[config.mk]
export PLATFORM = sky130hd
export DESIGN_NAME = scaler_uc
export DESIGN_NICKNAME = d
export VERILOG_FILES = /design/src/rtl/scaler_pkg.sv /design/src/rtl/btn_sync_edge.sv /design/src/rtl/scaler_uc.sv
export SDC_FILE = /design/constraint.sdc
export NUM_CORES = 1
export LEC_CHECK = 0
export BUFFER_PORTS_ARGS = -buffer_cell sky130_fd_sc_hd__clkbuf_2
export CAP_MARGIN = 20
export CORE_UTILIZATION = 30
export CTS_CLUSTER_SIZE = 28
export DETAILED_ROUTE_END_ITERATION = 8
export MAX_ROUTING_LAYER = met4
export PLACE_DENSITY_LB_ADDON = 0.1
export REMOVE_ABC_BUFFERS = 1
export SKIP_LAST_GASP = 1
export SYNTH_ARGS = -nofsm -noshare
export SYNTH_HDL_FRONTEND = slang
export SYNTH_SLANG_ARGS = --single-unit
[constraint.sdc]
create_clock -name clk -period 2.9 [get_ports clk]
set_input_delay 0.58 -clock clk [delete_from_list [all_inputs] [get_ports clk]]
set_output_delay 0.58 -clock clk [all_outputs]
set_load 0.01 [all_outputs]
[src/rtl/scaler_pkg.sv]
// Shared definitions for the image-scaling control unit.
package scaler_pkg;

    // Control unit sequencing states
    typedef enum logic [1:0] {
        IDLE,
        ARM,
        RUN,
        DONE
    } state_t;

    // Algorithm-select codes driven by the user switches
    localparam logic [1:0] ALG_COPY  = 2'b00;
    localparam logic [1:0] ALG_NN2X  = 2'b01;
    localparam logic [1:0] ALG_REP2X = 2'b10;
    localparam logic [1:0] ALG_RSVD  = 2'b11;

    // Frame geometry of the source and destination RAMs
    localparam int unsigned SRC_W  = 320;
    localparam int unsigned SRC_H  = 240;
    localparam int unsigned DEST_W = 640;
    localparam int unsigned DEST_H = 480;

    // True when the code selects an implemented algorithm
    function automatic logic alg_valid(input logic [1:0] alg);
        return alg != ALG_RSVD;
    endfunction

endpackage

[src/rtl/btn_sync_edge.sv]
// Two-flop synchroniser for an asynchronous pushbutton followed by a
// rising-edge detector; one pulse per press no matter how long it is held.
module btn_sync_edge (
    input  logic i_clk,
    input  logic i_rst_n,
    input  logic i_btn,
    output logic o_pulse
);

    logic r_meta;
    logic r_sync;
    logic r_prev;

    // Synchronise the pin and keep the previous synchronised level
    always_ff @(posedge i_clk or negedge i_rst_n) begin
        if (!i_rst_n) begin
            r_meta <= 1'b0;
            r_sync <= 1'b0;
            r_prev <= 1'b0;
        end else begin
            r_meta <= i_btn;
            r_sync <= r_meta;
            r_prev <= r_sync;
        end
    end

    assign o_pulse = r_sync & ~r_prev;

endmodule

[src/rtl/scaler_uc.sv]
// Sequencer for the scaling engine: accepts a start press, latches the
// algorithm, hands the destination RAM to the engine for one run and
// returns it to the VGA reader on completion or watchdog timeout.
module scaler_uc
    import scaler_pkg::*;
#(
    parameter int unsigned TIMEOUT_CYCLES = 131072,
    parameter int unsigned CNT_W          = 18
) (
    input  logic       clk,
    input  logic       reset,
    input  logic       btn_start,
    input  logic [1:0] alg_sel,
    input  logic       cpu_done,
    output logic       cpu_start,
    output logic [1:0] cpu_alg,
    output logic       busy,
    output logic       dest_owner,
    output logic       frame_valid,
    output logic       err_invalid,
    output logic       err_timeout
);

    localparam logic [CNT_W-1:0] LP_CNT_LAST = CNT_W'(TIMEOUT_CYCLES - 1);

    state_t           r_state;
    logic [CNT_W-1:0] r_cnt;
    logic             r_cpu_start;
    logic [1:0]       r_cpu_alg;
    logic             r_busy;
    logic             r_dest_owner;
    logic             r_frame_valid;
    logic             r_err_invalid;
    logic             r_err_timeout;
    logic             w_start_evt;

    btn_sync_edge u_btn_sync (
        .i_clk   (clk),
        .i_rst_n (reset),
        .i_btn   (btn_start),
        .o_pulse (w_start_evt)
    );

    // Run sequencing with registered outputs and the RUN watchdog
    always_ff @(posedge clk or negedge reset) begin
        if (!reset) begin
            r_state       <= IDLE;
            r_cnt         <= '0;
            r_cpu_start   <= 1'b0;
            r_cpu_alg     <= '0;
            r_busy        <= 1'b0;
            r_dest_owner  <= 1'b0;
            r_frame_valid <= 1'b0;
            r_err_invalid <= 1'b0;
            r_err_timeout <= 1'b0;
        end else begin
            case (r_state)
                IDLE: begin
                    if (w_start_evt) begin
                        if (!alg_valid(alg_sel)) begin
                            r_err_invalid <= 1'b1;
                        end else begin
                            r_cpu_alg     <= alg_sel;
                            r_err_invalid <= 1'b0;
                            r_err_timeout <= 1'b0;
                            r_frame_valid <= 1'b0;
                            r_dest_owner  <= 1'b1;
                            r_busy        <= 1'b1;
                            r_state       <= ARM;
                        end
                    end
                end
                ARM: begin
                    // one guard cycle lets the VGA reader's last read retire
                    r_cpu_start <= 1'b1;
                    r_cnt       <= '0;
                    r_state     <= RUN;
                end
                RUN: begin
                    if (r_cnt != '1) begin
                        r_cnt <= r_cnt + CNT_W'(1);
                    end
                    // completion wins over a coincident timeout
                    if (cpu_done) begin
                        r_cpu_start   <= 1'b0;
                        r_frame_valid <= 1'b1;
                        r_state       <= DONE;
                    end else if (r_cnt == LP_CNT_LAST) begin
                        r_cpu_start   <= 1'b0;
                        r_err_timeout <= 1'b1;
                        r_state       <= DONE;
                    end
                end
                DONE: begin
                    r_dest_owner <= 1'b0;
                    r_busy       <= 1'b0;
                    r_state      <= IDLE;
                end
                default: begin
                    r_state <= IDLE;
                end
            endcase
        end
    end

    assign cpu_start   = r_cpu_start;
    assign cpu_alg     = r_cpu_alg;
    assign busy        = r_busy;
    assign dest_owner  = r_dest_owner;
    assign frame_valid = r_frame_valid;
    assign err_invalid = r_err_invalid;
    assign err_timeout = r_err_timeout;

endmodule

==> impl_metrics.env <==
export IMPL_outcome="completed"
export IMPL_tritoncts="done"
export IMPL_cp_required_ns=3.07
export IMPL_dpl_cell_count=245
export IMPL_syn_area_um2=1610
export IMPL_final_cell_mix="dfrtp_1, nand2_1, nor2_1"
export IMPL_grt_pass1_vias=1306
export IMPL_io_pins=14
export IMPL_fin_hold_ws_ns=0.350
export IMPL_skew_ns=0.00764
export IMPL_setup_viol=0
export IMPL_fin_cells=252
export IMPL_powerDensity_nw_per_um2=753
export IMPL_hold_path_class="reg2reg"
export IMPL_tightest_slew_ns=0.757
export IMPL_fmax_mhz=539
export IMPL_dr_pass1_iters=4
export IMPL_fillers=559
export IMPL_layout_cells_most_common="dfrtp_1"
export IMPL_p_leak_nw=0.851
export IMPL_grt_pass1_wl_um=6120
export IMPL_synth_flop_cell="dfrtp_1"
export IMPL_cts_root_buf="clkbuf_8"
export IMPL_endpoint_kind="register"
export IMPL_yosys_area_share_xor_xnor_pct=1.09
export IMPL_wl_per_cell_um=14.6
export IMPL_maxCapViolCount=0
export IMPL_drive_gt1_share_pct=15.9
export IMPL_synth_largest_area_cell="dfrtp_1"
export IMPL_async_flop_share_pct=100
export IMPL_ys_warn_count=0
export IMPL_total_power_mw=1.36
export IMPL_max_vdd_ir_drop_v=0.000244
export IMPL_grt_busiest_layer="met2"
export IMPL_clk_insertion_delay_late_ns=0.28
export IMPL_start_util_pct=31.4
export IMPL_yosys_register_bits=30
export IMPL_rows=26
export IMPL_post_cts_setup_buffers=0
export IMPL_grt_util_met3_pct=4.23
export IMPL_ctsHoldBuffers=0
export IMPL_clk_pin_slew_ns=0.07
export IMPL_antenna_found_initial=0
export IMPL_maxSlewViolCount=0
export IMPL_worstPathMaxFanout=20
export IMPL_final_nets=193
export IMPL_dp_hpwl_um=2600
export IMPL_postSynthAreaPerCell_um2=9.60
export IMPL_fin_util_pct=35.2
export IMPL_synth_area_leaders="dfrtp_1, nand2_1, ha_1, mux2i_1, nor2_1"
export IMPL_synthAdderAreaFrac_pct=3.88
export IMPL_synth_top_family_by_area="simple AND/OR/NAND/NOR gates"
export IMPL_drc=0
export IMPL_routed_wl_um=3670
export IMPL_synth_compound_area_share_pct=14.6
export IMPL_critical_path_class="reg2reg"
export IMPL_port_buffers=13
export IMPL_grt_overflow_total=0
export IMPL_synth_edf_count=0
export IMPL_ctsResizeCount=0
export IMPL_antennaDiodeCount=0
export IMPL_grt_max_degree=31
export IMPL_yosysTopAreaCellShare_pct=46.5
export IMPL_dr_first_iter_drc_count=58
export IMPL_die_w_um=75.3
export IMPL_die_h_um=75.3
export IMPL_synth_seq_area_share_pct=46.5
export IMPL_numCtsBuffers=5
export IMPL_rsz0062_at_grt="false"
export IMPL_synthCells=168
export IMPL_coreArea_um2=5140
export IMPL_num_vias=1319
export IMPL_crit_path_start_kind="register"
export IMPL_gp_congestion=0.786
export IMPL_crit_arrival_ns=2.03
export IMPL_via_per_inst=5.23
export IMPL_area_delta_synth_final_pct=12.1
export IMPL_met1_usage_pct=16.9
export IMPL_clockBufferDepth=2
export IMPL_htreeDepth=2
export IMPL_ant_nets=0
export IMPL_use_met2_pct=24.5
export IMPL_grtUsageTotal_pct=15.4
export IMPL_clock_sinks=30
export IMPL_fin_crit_sh_pct=64.0
export IMPL_ys_types=46
export IMPL_die_area_um2=5670
export IMPL_synth_simple_area_share_pct=25.6
export IMPL_final_hold_viol_count=0
export IMPL_muxShareOfSynthArea_pct=4.42
export IMPL_finalCriticalPeriod_ns=1.86
export IMPL_maxSlewHeadroom_pct=49.5
export IMPL_finalSetupTns_ns=0
[flip-flops by register name, indices dropped and copies added (netlist names)]
register / count
err_invalid: 1
r_cnt: 18
u_btn_sync.r_prev: 1
frame_valid: 1
u_btn_sync.r_sync: 1
dest_owner: 1
r_state: 2
err_timeout: 1
cpu_alg: 2
u_btn_sync.r_meta: 1
cpu_start: 1
[logic make-up after synthesis]
family                   after synthesis
XOR/XNOR                               2
buffers and inverters                 12
flip-flops                            30
AND/OR/NAND/NOR                       76
adder cells (fa/ha/maj)                5
multiplexers                           7
AO/OA/AOI/OAI                         36
[worst max-delay path, cell delays in order, from the launching register on]
cell and delay, ns:
dfrtp_1 0.40, inv_1 0.11, ha_1 0.28, buf_4 0.28
nand2b_1 0.07, o21ai_1 0.24, mux2_1 0.34
[power breakdown]
part | switching, mW | total, mW | leakage, nW | internal (mW)
Clock | 0.159 | 0.320 | 0.0438 | 0.161
Sequential | 0.0779 | 0.580 | 0.391 | 0.502
Combinational | 0.288 | 0.460 | 0.416 | 0.173
Total | 0.525 | 1.36 | 0.851 | 0.836
[Yosys cell counts, types with 2 or more instances]
cell      number
a31oi_1        2
mux2i_1        6
o21ai_1        2
nor3b_1        2
nor3_1         2
nand3_1        7
and3_1         3
nand2_1       25
inv_1          5
and2_1         3
a21o_1         2
a41oi_1        2
nor2_1        14
and4_1         4
ha_1           5
clkbuf_1       2
buf_2          2
dfrtp_1       30
a21oi_1       10
nand2b_1       2
nand3_2        2
a311oi_1       2
buf_4          2
nand4_1        4
o21ai_0        7
[path summary, 6_finish.rpt]
| check | slack (ns) | endpoint | start | cells past startpoint |
|---|---|---|---|---|
| max | 1.04 | r_state[1] | r_state[0] | 6 |
| min | 0.35 | u_btn_sync.r_sync | u_btn_sync.r_meta | 0 |
| min in group asynchronous | 0.36 | frame_valid | reset | 1 |
| max in group asynchronous | 2.06 | r_cnt[4] | reset | 1 |
| max reg2reg | 1.04 | r_state[1] | r_state[0] | 6 |
| min reg2reg | 0.35 | u_btn_sync.r_sync | u_btn_sync.r_meta | 0 |
[routing by layer]
layer,vias up,share of wire [%]
li1,627,-
met1,644,45
met2,38,47
met3,10,4.0
met4,0,3.9
met5,-,0
[stage by stage]
stage,worst slack [ns],cell area (um^2)
finish,1.04,1810
global route,0.807,1810
CTS,1.04,1810
detailed placement,1.05,1730
global placement,1.11,1730
floorplan,0.973,1570
[final cells by class]
class / instances / area [um^2] / area share, %
Multi-Input combinational cell: 126 / 800 / 44.2
Inverter: 5 / 18.8 / 1.04
Clock buffer: 5 / 68.8 / 3.81
Tap cell: 70 / 87.6 / 4.84
Sequential cell: 30 / 751 / 41.5
Clock inverter: 2 / 10.0 / 0.554
Timing Repair Buffer: 14 / 72.6 / 4.01
Power figures use the tool's default switching activity.
